--- config.mk ---
export PLATFORM = sky130hd
export DESIGN_NAME = gate_unit_arbiter_flat
export DESIGN_NICKNAME = d
export VERILOG_FILES = /design/src/rtl/gate_arb_pkg.sv /design/src/rtl/gate_unit_arbiter_if.sv /design/src/rtl/gate_op_unit.sv /design/src/rtl/gate_unit_arbiter.sv /design/src/flat_wrapper.sv
export SDC_FILE = /design/constraint.sdc
export NUM_CORES = 1
export LEC_CHECK = 0
export BUFFER_PORTS_ARGS = -buffer_cell sky130_fd_sc_hd__buf_2
export CORE_ASPECT_RATIO = 0.8
export CORE_UTILIZATION = 51
export DETAILED_ROUTE_END_ITERATION = 7
export GPL_ROUTABILITY_DRIVEN = 0
export PLACE_DENSITY = 0.78
export SYNTH_ARGS = -nofsm -noshare
export SYNTH_HDL_FRONTEND = slang
export SYNTH_SLANG_ARGS = --single-unit
--- constraint.sdc ---
create_clock -name clk -period 2.6 [get_ports clk]
set_input_delay 0.52 -clock clk [delete_from_list [all_inputs] [get_ports clk]]
set_output_delay 0.52 -clock clk [all_outputs]
set_load 0.01 [all_outputs]
--- src/rtl/gate_arb_pkg.sv ---
// Shared opcode constants, FSM encoding and default widths for the gate unit arbiter.
package gate_arb_pkg;
    localparam int W   = 5;
    localparam int OPW = 2;

    localparam logic [OPW-1:0] OP_ADD = 2'b00;
    localparam logic [OPW-1:0] OP_AND = 2'b01;
    localparam logic [OPW-1:0] OP_OR  = 2'b10;
    localparam logic [OPW-1:0] OP_XOR = 2'b11;

    typedef enum logic [1:0] {
        ST_IDLE = 2'd0,
        ST_EXEC = 2'd1,
        ST_HOLD = 2'd2
    } state_e;
endpackage

--- src/rtl/gate_unit_arbiter_if.sv ---
// Two requester valid/ready channels plus one result channel; master = requesters/consumer, slave = arbiter.
interface gate_unit_arbiter_if #(
    parameter int W   = gate_arb_pkg::W,
    parameter int OPW = gate_arb_pkg::OPW
);
    logic           req0_valid;
    logic           req0_ready;
    logic [W-1:0]   req0_p;
    logic [W-1:0]   req0_q;
    logic [OPW-1:0] req0_op;
    logic           req1_valid;
    logic           req1_ready;
    logic [W-1:0]   req1_p;
    logic [W-1:0]   req1_q;
    logic [OPW-1:0] req1_op;
    logic           res_valid;
    logic           res_ready;
    logic           res_id;
    logic [W:0]     res_data;
    logic           res_zero;

    modport master (
        output req0_valid, req0_p, req0_q, req0_op,
        output req1_valid, req1_p, req1_q, req1_op,
        output res_ready,
        input  req0_ready, req1_ready,
        input  res_valid, res_id, res_data, res_zero
    );

    modport slave (
        input  req0_valid, req0_p, req0_q, req0_op,
        input  req1_valid, req1_p, req1_q, req1_op,
        input  res_ready,
        output req0_ready, req1_ready,
        output res_valid, res_id, res_data, res_zero
    );
endinterface

--- src/rtl/gate_op_unit.sv ---
// Combinational 2-operand ADD/AND/OR/XOR unit with W+1-bit result and zero flag.
// Zero latency; no handshake, the caller owns all flow control.
module gate_op_unit
    import gate_arb_pkg::*;
#(
    parameter int W   = gate_arb_pkg::W,
    parameter int OPW = gate_arb_pkg::OPW
) (
    input  logic [W-1:0]   p,
    input  logic [W-1:0]   q,
    input  logic [OPW-1:0] op,
    output logic [W:0]     result,
    output logic           zero
);
    always_comb begin
        result = '0;
        case (op)
            OP_ADD:  result = {1'b0, p} + {1'b0, q};
            OP_AND:  result = {1'b0, p & q};
            OP_OR:   result = {1'b0, p | q};
            OP_XOR:  result = {1'b0, p ^ q};
            default: result = '0;
        endcase
    end

    assign zero = (result == '0);
endmodule

--- src/rtl/gate_unit_arbiter.sv ---
// Round-robin share of one gate_op_unit between two requesters; result valid two edges after accept.
// Result holds in HOLD until res_ready; requester readies stay low until the result is taken.
module gate_unit_arbiter
    import gate_arb_pkg::*;
#(
    parameter int W   = gate_arb_pkg::W,
    parameter int OPW = gate_arb_pkg::OPW
) (
    input  logic                 clk,
    input  logic                 rst_n,
    gate_unit_arbiter_if.slave   bus
);
    state_e         state;
    logic           last_grant;
    logic [W-1:0]   p_r;
    logic [W-1:0]   q_r;
    logic [OPW-1:0] op_r;
    logic           id_r;

    logic           res_valid_r;
    logic           res_id_r;
    logic [W:0]     res_data_r;
    logic           res_zero_r;

    logic           grant_id;
    logic           any_valid;
    logic           idle_ok;
    logic [W:0]     unit_result;
    logic           unit_zero;

    // On a tie the requester that did not win last time is served.
    always_comb begin
        grant_id = 1'b0;
        if (bus.req0_valid && bus.req1_valid) begin
            grant_id = ~last_grant;
        end else if (bus.req1_valid) begin
            grant_id = 1'b1;
        end
    end

    assign any_valid      = bus.req0_valid | bus.req1_valid;
    assign idle_ok        = rst_n && (state == ST_IDLE);
    assign bus.req0_ready = idle_ok && bus.req0_valid && !grant_id;
    assign bus.req1_ready = idle_ok && bus.req1_valid && grant_id;

    gate_op_unit #(.W(W), .OPW(OPW)) u_op (
        .p      (p_r),
        .q      (q_r),
        .op     (op_r),
        .result (unit_result),
        .zero   (unit_zero)
    );

    always_ff @(posedge clk) begin
        if (!rst_n) begin
            state       <= ST_IDLE;
            last_grant  <= 1'b1;
            p_r         <= '0;
            q_r         <= '0;
            op_r        <= '0;
            id_r        <= 1'b0;
            res_valid_r <= 1'b0;
            res_id_r    <= 1'b0;
            res_data_r  <= '0;
            res_zero_r  <= 1'b0;
        end else begin
            case (state)
                ST_IDLE: begin
                    if (any_valid) begin
                        p_r        <= grant_id ? bus.req1_p  : bus.req0_p;
                        q_r        <= grant_id ? bus.req1_q  : bus.req0_q;
                        op_r       <= grant_id ? bus.req1_op : bus.req0_op;
                        id_r       <= grant_id;
                        last_grant <= grant_id;
                        state      <= ST_EXEC;
                    end
                end
                ST_EXEC: begin
                    res_data_r  <= unit_result;
                    res_zero_r  <= unit_zero;
                    res_id_r    <= id_r;
                    res_valid_r <= 1'b1;
                    state       <= ST_HOLD;
                end
                ST_HOLD: begin
                    if (bus.res_ready) begin
                        res_valid_r <= 1'b0;
                        state       <= ST_IDLE;
                    end
                end
                default: state <= ST_IDLE;
            endcase
        end
    end

    assign bus.res_valid = res_valid_r;
    assign bus.res_id    = res_id_r;
    assign bus.res_data  = res_data_r;
    assign bus.res_zero  = res_zero_r;
endmodule
--- src/flat_wrapper.sv ---
// flat-port wrapper written by rule: the top's interface ports become plain ports
module gate_unit_arbiter_flat import gate_arb_pkg::*;
#(
    parameter int W   = gate_arb_pkg::W,
    parameter int OPW = gate_arb_pkg::OPW
)
  (clk, rst_n, bus_req0_valid, bus_req0_p, bus_req0_q, bus_req0_op, bus_req1_valid, bus_req1_p, bus_req1_q, bus_req1_op, bus_res_ready, bus_req0_ready, bus_req1_ready, bus_res_valid, bus_res_id, bus_res_data, bus_res_zero);
  gate_unit_arbiter_if #(.W(W), .OPW(OPW)) bus_i ();
  input  logic clk;
  input  logic rst_n;
  input wire logic [$bits(bus_i.req0_valid)-1:0] bus_req0_valid;
  input wire logic [$bits(bus_i.req0_p)-1:0] bus_req0_p;
  input wire logic [$bits(bus_i.req0_q)-1:0] bus_req0_q;
  input wire logic [$bits(bus_i.req0_op)-1:0] bus_req0_op;
  input wire logic [$bits(bus_i.req1_valid)-1:0] bus_req1_valid;
  input wire logic [$bits(bus_i.req1_p)-1:0] bus_req1_p;
  input wire logic [$bits(bus_i.req1_q)-1:0] bus_req1_q;
  input wire logic [$bits(bus_i.req1_op)-1:0] bus_req1_op;
  input wire logic [$bits(bus_i.res_ready)-1:0] bus_res_ready;
  output wire logic [$bits(bus_i.req0_ready)-1:0] bus_req0_ready;
  output wire logic [$bits(bus_i.req1_ready)-1:0] bus_req1_ready;
  output wire logic [$bits(bus_i.res_valid)-1:0] bus_res_valid;
  output wire logic [$bits(bus_i.res_id)-1:0] bus_res_id;
  output wire logic [$bits(bus_i.res_data)-1:0] bus_res_data;
  output wire logic [$bits(bus_i.res_zero)-1:0] bus_res_zero;
  assign bus_i.req0_valid = bus_req0_valid;
  assign bus_i.req0_p = bus_req0_p;
  assign bus_i.req0_q = bus_req0_q;
  assign bus_i.req0_op = bus_req0_op;
  assign bus_i.req1_valid = bus_req1_valid;
  assign bus_i.req1_p = bus_req1_p;
  assign bus_i.req1_q = bus_req1_q;
  assign bus_i.req1_op = bus_req1_op;
  assign bus_i.res_ready = bus_res_ready;
  assign bus_req0_ready = bus_i.req0_ready;
  assign bus_req1_ready = bus_i.req1_ready;
  assign bus_res_valid = bus_i.res_valid;
  assign bus_res_id = bus_i.res_id;
  assign bus_res_data = bus_i.res_data;
  assign bus_res_zero = bus_i.res_zero;
  gate_unit_arbiter #(.W(W), .OPW(OPW)) u_core (.clk(clk), .rst_n(rst_n), .bus(bus_i));
endmodule
==> results of run 1 <==
-- through the flow --
stage / total power [mW] / util, % / area [um^2] / instances
3_3_place_gp: 0.765 / 61.7 / 1730 / 236
4_1_cts: 1.02 / 63.4 / 1780 / 240
2_1_floorplan: 0.706 / - / 1530 / 168
5_1_grt: 1.08 / 63.4 / 1780 / 240
3_5_place_dp: 0.781 / 61.7 / 1730 / 236
6_report: 1.01 / 63.4 / 1780 / 240
-- synth_stat cells (3+ instances only) --
| cell | count |
|---|---|
| dfxtp_1 | 25 |
| nand2_1 | 23 |
| inv_1 | 15 |
| mux2i_1 | 13 |
| o211a_1 | 13 |
| ha_1 | 10 |
| nor2_1 | 10 |
| clkbuf_1 | 5 |
| o21ai_0 | 5 |
| buf_2 | 4 |
| nand3_1 | 3 |
-- registers in the layout (all words and copies together), names as in the netlist --
signal                count
u_core.bus.res_valid      1
u_core.p_r                5
u_core.bus.res_id         1
u_core.last_grant         1
u_core.state              2
u_core.bus.res_zero       1
u_core.id_r               1
u_core.op_r               2
u_core.bus.res_data       6
u_core.q_r                5
-- final cells by class --
cell class	instances	area, um^2
clock buffers	3	41.3
clock inverters	1	7.51
fillers	250	1030
inverters	15	56.3
multi-input cells	117	917
flip-flops and latches	25	500
well taps	38	47.5
repair buffers	41	210
-- kinds of logic (layout without fill, tap and decap cells) --
kind of cell	Yosys count	after routing	synth area share (%)
XOR/XNOR	1	1	0.573
adder cells (fa/ha/maj)	11	11	9.50
buffers and inverters	26	60	7.21
flip-flops	25	25	32.8
AND/OR/NAND/NOR	51	51	16.0
multiplexers	16	16	12.2
AO/OA/AOI/OAI	38	38	21.8
-- power by group --
part | switching [mW] | total, mW | internal, mW
sequential | 0.0370 | 0.460 | 0.423
combinational | 0.163 | 0.313 | 0.150
clock | 0.125 | 0.234 | 0.109
total | 0.325 | 1.01 | 0.682
-- metal layers --
| metal | vias up | track usage, % | part of all wire (%) |
|---|---|---|---|
| met3 | 6 | 4.24 | 4.8 |
| met1 | 603 | 22.1 | 44 |
| met2 | 34 | 41.9 | 50 |
| li1 | 654 | - | - |
| met5 | - | 0 | 0 |
| met4 | 0 | 3.79 | 1.0 |
-- final timing paths --
path                          start                      to  slack [ps]  cells past startpoint
min          u_core.bus.res_data[3]  u_core.bus.res_data[3]         460                      2
min reg2reg  u_core.bus.res_data[3]  u_core.bus.res_data[3]         460                      2
max reg2reg           u_core.q_r[0]     u_core.bus.res_zero         390                      7
max                   u_core.q_r[0]     u_core.bus.res_zero         390                      7
-- worst max-delay path, delay by kind of cell, from the launching register on --
family | cells | cell delay, ps
AO/OA/AOI/OAI | 2 | 320
XOR/XNOR | 1 | 190
adder cells (fa/ha/maj) | 2 | 680
flip-flops | 1 | 340
multiplexers | 1 | 480
AND/OR/NAND/NOR | 1 | 130
==> impl_metrics.py, run 1 <==
metrics = {
    "floorplan": {
        "die_width_um": 63.2,
        "boundaryPins": 40,
        "die_area_um2": 3220,
        "fp-row-count": 17,
        "coreArea_um2": 2810,
        "initial_utilization_pct": 54.4,
        "die_h_um": 51.0,
    },
    "clock_tree": {
        "h-tree-depth": 1,
        "cts.clk_slew.worst_paths_ps": 90,
        "hold_buffers": 0,
        "cts_tree": "yes",
        "cts_resized": 0,
        "ctsLongestPathBuffers": 2,
        "post_cts_buffers": 0,
        "worstSkewPairLatency_ps": 270,
        "cts_buffers": 3,
        "cts_root_buffer": "clkbuf_8",
        "cts.sinks": 25,
    },
    "route": {
        "vias": 1297,
        "ant_nets": 0,
        "avgViaCountPerCell": 5.40,
        "drtIter0Drc": 26,
        "drc": 0,
        "wire_per_inst_um": 12.3,
        "drt_first_pass_iters": 5,
        "wl_mm": 2.95,
    },
    "final_layout": {
        "drive_above_1_share_pct": 26.2,
        "diodes": 0,
        "area_growth_pct": 16.5,
        "nets": 243,
        "layout_common_cells": "buf_2, dfxtp_1, nand2_1",
        "layout_commonest_cell": "buf_2",
    },
    "setup_path": {
        "path_class": "reg -> reg",
        "path_cells": "ha_1 -> fa_1 -> xor2_1 -> mux4_2 -> a21oi_2 -> nand4b_1 -> o31ai_2",
        "cp.arrival_ps": 2400,
        "cpMaxStageDelayCell": "mux4_2",
        "cp-end-kind": "flip-flop",
        "required_ps": 2790,
        "max_stage_delay_ps": 480,
        "critical_path.max_fanout": 3,
        "start_kind": "flip-flop",
    },
    "sta": {
        "slew_violations": 0,
        "finalHoldViolations": 0,
        "worst_hold_slack_ps": 464,
        "max_slew.worst_pin.slew_ps": 800,
        "setup_violations": 0,
        "setup_slack_ps": 392,
        "fin_skew_ps": 3.61,
        "timing.slew.headroom_pct": 46.6,
        "totalNegativeSetupSlack_ps": 0,
        "min_period_over_period_pct": 84.9,
        "max_freq_mhz": 453,
        "rsz0062_at_grt": "false",
        "fin_crit_ps": 2210,
    },
    "synthesis": {
        "synth_ff_type": "dfxtp_1",
        "synth_seq_cells": 25,
        "yosysWarnings": 0,
        "avgSynthCellArea_um2": 9.09,
        "netlist_area_um2": 1530,
        "synth_cell_types": 42,
        "synth-edff-count": 0,
        "synth.area.top_cells": "dfxtp_1, mux2i_1, o211a_1",
        "netlist_instances": 168,
        "async_reset_ff_share_pct": 0,
        "yosysSeqAreaShare_pct": 32.8,
        "synth_fp_nets": 208,
        "yosys.area.top_type": "dfxtp_1",
        "synth_top_area_share_pct": 32.8,
    },
    "grt": {
        "grt_pass1_vias": 1266,
        "grt_pass1_wl_mm": 5.25,
        "antenna_found_initial": 0,
        "grt_max_degree": 27,
        "overflow": 0,
        "grt_usage_pct": 20.6,
    },
    "placed_design": {
        "port_buffers": 39,
        "hpwlAfterDp_mm": 2.29,
        "place_ws_ps": 406,
    },
    "pwr": {
        "power.leakage_nw": 0.912,
        "ir_worst_vdd_uv": 497,
        "power_density_nw_per_um2": 566,
    },
    "run": {
        "cap_violations": 0,
    },
    "run_status": {
        "status": "finished clean",
    },
    "hold_path": {
        "hp-class": "reg -> reg",
    },
}
Power figures use the tool's default switching activity.
==> inputs of run 2 (changes only) <==
- clock period: 2.6 -> 2.3 ns (I/O delays scaled with it)
==> impl_metrics.py, run 2 (synthesis gave the netlist of run 1 again) <==
metrics = {
    "grt": {
        "grt_max_degree": 26,
        "grt_pass1_vias": 1316,
        "overflow": 0,
        "antenna_found_initial": 0,
        "grt_usage_pct": 21.8,
        "grt_pass1_wl_mm": 5.48,
    },
    "clock_tree": {
        "cts_resized": 0,
        "cts.sinks": 25,
        "cts.clk_slew.worst_paths_ps": 90,
        "hold_buffers": 0,
        "cts_buffers": 3,
        "post_cts_buffers": 0,
        "cts_tree": "yes",
        "cts_root_buffer": "clkbuf_8",
        "h-tree-depth": 1,
        "ctsLongestPathBuffers": 2,
        "worstSkewPairLatency_ps": 270,
    },
    "run": {
        "cap_violations": 0,
    },
    "route": {
        "drt_first_pass_iters": 4,
        "drc": 0,
        "vias": 1309,
        "drtIter0Drc": 19,
        "wl_mm": 3.04,
        "avgViaCountPerCell": 5.43,
        "wire_per_inst_um": 12.6,
        "ant_nets": 0,
    },
    "floorplan": {
        "fp-row-count": 17,
        "boundaryPins": 40,
        "die_width_um": 63.2,
        "die_h_um": 51.0,
        "initial_utilization_pct": 54.4,
        "coreArea_um2": 2810,
        "die_area_um2": 3220,
    },
    "final_layout": {
        "largest_reg_flops": 6,
        "nets": 244,
        "postLayoutCoreUtil_pct": 63.7,
        "area_growth_pct": 17.0,
        "layout_commonest_cell": "buf_2",
        "instances_no_fill": 241,
        "drive_above_1_share_pct": 26.6,
        "layout_common_cells": "buf_2, dfxtp_1, nand2_1",
        "stdcell_area_um2": 1790,
        "diodes": 0,
    },
    "setup_path": {
        "r2r-start": "u_core.q_r[0]",
        "worstRegToRegCells": 7,
        "reg2reg_to": "u_core.bus.res_zero",
        "required_ps": 2490,
        "cpMaxStageDelayCell": "mux4_2",
        "path_class": "reg -> reg",
        "critical_path.max_fanout": 3,
        "path_cells": "ha_1 -> fa_1 -> xor2_1 -> mux4_2 -> a21oi_2 -> nand4b_1 -> o31ai_2",
        "start_kind": "flip-flop",
        "crit_family": "adder cells",
        "cp.arrival_ps": 2380,
        "cp-end-kind": "flip-flop",
        "rrSetupSlack_ps": 110,
        "max_stage_delay_ps": 480,
        "critical_path_buf_inv_count": 0,
    },
    "sta": {
        "max_freq_mhz": 457,
        "rsz0062_at_grt": "false",
        "finalHoldViolations": 0,
        "max_slew.worst_pin.slew_ps": 711,
        "worst_hold_slack_ps": 411,
        "fin_crit_ps": 2190,
        "fin_skew_ps": 2.24,
        "setup_slack_ps": 112,
        "min_period_over_period_pct": 95.1,
        "totalNegativeSetupSlack_ps": 0,
        "slew_violations": 0,
        "setup_violations": 0,
        "timing.slew.headroom_pct": 52.6,
    },
    "placed_design": {
        "postPlaceCellArea_um2": 1740,
        "hpwlAfterDp_mm": 2.41,
        "dpl.cell_count": 237,
        "port_buffers": 39,
        "place_ws_ps": 126,
    },
    "hold_path": {
        "hp-class": "in -> reg",
        "hold_depth": 2,
        "min_from": "rst_n",
        "min_to": "u_core.last_grant",
    },
    "run_status": {
        "status": "finished clean",
    },
    "pwr": {
        "finalPower_mw": 1.15,
        "power.leakage_nw": 0.916,
        "ir_worst_vdd_uv": 384,
        "power_density_nw_per_um2": 642,
    },
}
## run 2: area by class of cell
class,count,area [um^2]
Inverter,15,56.3
Clock buffer,3,41.3
Fill cell,261,1020
Multi-Input combinational cell,117,917
Tap cell,38,47.5
Clock inverter,1,7.51
Timing Repair Buffer,42,218
Sequential cell,25,500
## run 2: power breakdown
| group | switching [mW] | internal (mW) | leakage, nW |
|---|---|---|---|
| Combinational | 0.185 | 0.173 | 0.689 |
| Clock | 0.147 | 0.123 | 0.0217 |
| Sequential | 0.0417 | 0.479 | 0.206 |
| Total | 0.374 | 0.775 | 0.916 |
## run 2: worst max path at each step
stage,from,end,cells past startpoint
after floorplan,u_core.q_r[0],u_core.bus.res_zero,7
after global placement,u_core.q_r[0],u_core.bus.res_zero,7
after detailed placement,u_core.q_r[0],u_core.bus.res_zero,7
after CTS,u_core.p_r[0],u_core.bus.res_zero,7
after global routing,u_core.q_r[0],u_core.bus.res_zero,7
final,u_core.q_r[0],u_core.bus.res_zero,7
## run 2: per-layer routing
layer | up-vias | wire length (um) | part of all wire [%] | track usage, %
met2 | 27 | 1620 | 53 | 44.1
met3 | 5 | 131 | 4.3 | 4.24
met1 | 626 | 1250 | 41 | 22.6
met4 | 0 | 36 | 1.2 | 7.20
met5 | - | 0 | 0 | 0
li1 | 651 | - | - | -
==> inputs of run 3 (changes only) <==
- CORE_ASPECT_RATIO: 0.8 -> 1.5
==> impl_metrics.py, run 3 (synthesis gave the netlist of run 1 again) <==
metrics = {
    "clock_tree": {
        "cts.clk_slew.worst_paths_ps": 80,
        "post_cts_buffers": 0,
        "cts_root_buffer": "clkbuf_8",
        "cts.sinks": 25,
        "ctsLongestPathBuffers": 2,
        "cts_tree": "yes",
        "h-tree-depth": 1,
        "cts_buffers": 3,
        "worstSkewPairLatency_ps": 260,
        "hold_buffers": 0,
        "cts_resized": 0,
    },
    "pwr": {
        "combPwrFrac_pct": 31.6,
        "power.leakage_nw": 0.918,
        "ir_worst_vdd_uv": 326,
        "clkPwrFrac_pct": 22.3,
        "internal_power_mw": 0.776,
        "power_density_nw_per_um2": 637,
        "p_sw_mw": 0.361,
        "finalPower_mw": 1.14,
        "pwr-share-seq_pct": 46.0,
        "switching_share_pct": 31.8,
    },
    "sta": {
        "fin_crit_ps": 2190,
        "max_freq_mhz": 457,
        "fin_skew_ps": 2.36,
        "rsz0062_at_grt": "false",
        "slew_violations": 0,
        "finalHoldViolations": 0,
        "totalNegativeSetupSlack_ps": 0,
        "timing.slew.headroom_pct": 67.3,
        "max_slew.worst_pin.slew_ps": 490,
        "setup_violations": 0,
        "min_period_over_period_pct": 95.1,
    },
    "grt": {
        "grt_pass1_wl_mm": 4.93,
        "grt_pass1_vias": 1219,
        "overflow": 0,
        "met1_usage_pct": 20.2,
        "met3_usage_pct": 2.36,
        "grt_usage_pct": 20.5,
        "antenna_found_initial": 0,
        "grt_busiest_layer": "met2",
        "grt_max_degree": 27,
        "met2_usage_pct": 38.1,
    },
    "placed_design": {
        "postPlaceCellArea_um2": 1740,
        "port_buffers": 39,
        "hpwlAfterDp_mm": 2.41,
    },
    "final_layout": {
        "diodes": 0,
        "stdcell_area_um2": 1790,
        "layout_common_cells": "buf_2, dfxtp_1, nand2_1",
        "regArea_um2": 500,
        "nFillCells": 271,
        "multi_input_area_um2": 917,
        "drive_above_1_share_pct": 26.1,
        "layout_commonest_cell": "buf_2",
        "area_growth_pct": 16.9,
        "largest_reg_flops": 6,
        "nets": 244,
    },
    "floorplan": {
        "die_width_um": 46.7,
        "initial_utilization_pct": 53.0,
        "die_area_um2": 3220,
        "die_h_um": 69.0,
        "boundaryPins": 40,
        "fp-row-count": 24,
        "coreArea_um2": 2880,
    },
    "route": {
        "drtIter0Drc": 21,
        "avgViaCountPerCell": 5.31,
        "ant_nets": 0,
        "vias": 1284,
        "wire_per_inst_um": 12.7,
        "drt_first_pass_iters": 4,
        "wl_mm": 3.08,
        "drc": 0,
    },
    "setup_path": {
        "worstRegToRegCells": 7,
        "path_class": "reg -> reg",
        "start_kind": "flip-flop",
        "critical_path.max_fanout": 3,
        "required_ps": 2480,
        "cp-end-kind": "flip-flop",
        "cp.arrival_ps": 2370,
    },
    "run": {
        "cap_violations": 0,
    },
    "run_status": {
        "status": "finished clean",
    },
    "hold_path": {
        "hp-class": "in -> reg",
        "hold_depth": 2,
    },
}
[run 3: changes by cell type in the layout (fill, tap and decap cells not counted), sizes merged]
cell / previous run / this run
clkbuf: 3 / 4
clkinvlp: 1 / 0
[run 3: stage by stage]
step	utilization (%)	cells	hold WS (ps)	setup slack (ps)
2_1_floorplan	-	168	432	290
3_3_place_gp	60.4	238	439	235
3_5_place_dp	60.4	238	445	160
4_1_cts	61.9	242	406	137
5_1_grt	61.9	242	428	37.5
6_report	61.9	242	419	114
[run 3: final cells by class]
cell class                 count  share of cell area [%]
inverter                      15                    3.15
timing repair buffer          42                    12.2
tap                           39                    2.73
sequential                    25                    28.0
multi-input combinational    117                    51.4
clock buffer                   4                    2.52
[run 3: power groups by stage]
stage                     logic [mW]  clock network [mW]  registers [mW]
final                          0.360               0.254           0.523
after global routing           0.400               0.282           0.530
after CTS                      0.360               0.263           0.523
after detailed placement       0.356                   0           0.533
after global placement         0.341                   0           0.529
after floorplan                0.277                   0           0.521
[run 3: worst max-delay path, stage by stage (launching register included)]
cell and delay (ps):
dfxtp_1 340, ha_1 250, fa_1 400, xor2_1 170
mux4_2 490, a21oi_2 130, nand4b_1 140, o31ai_2 200
[run 3: path summary, 6_finish.rpt]
path                                        startpoint                     end  slack (ps)
worst max-delay path                     u_core.q_r[0]     u_core.bus.res_zero         110
worst min-delay path                             rst_n       u_core.last_grant         420
worst max register to register           u_core.q_r[0]     u_core.bus.res_zero         110
worst min register to register  u_core.bus.res_data[3]  u_core.bus.res_data[3]         460
[run 3: layer usage]
metal | up-vias | wire, um
met5 | - | 0
met4 | 0 | 89
met3 | 8 | 78
met2 | 31 | 1720
met1 | 596 | 1190
li1 | 649 | -
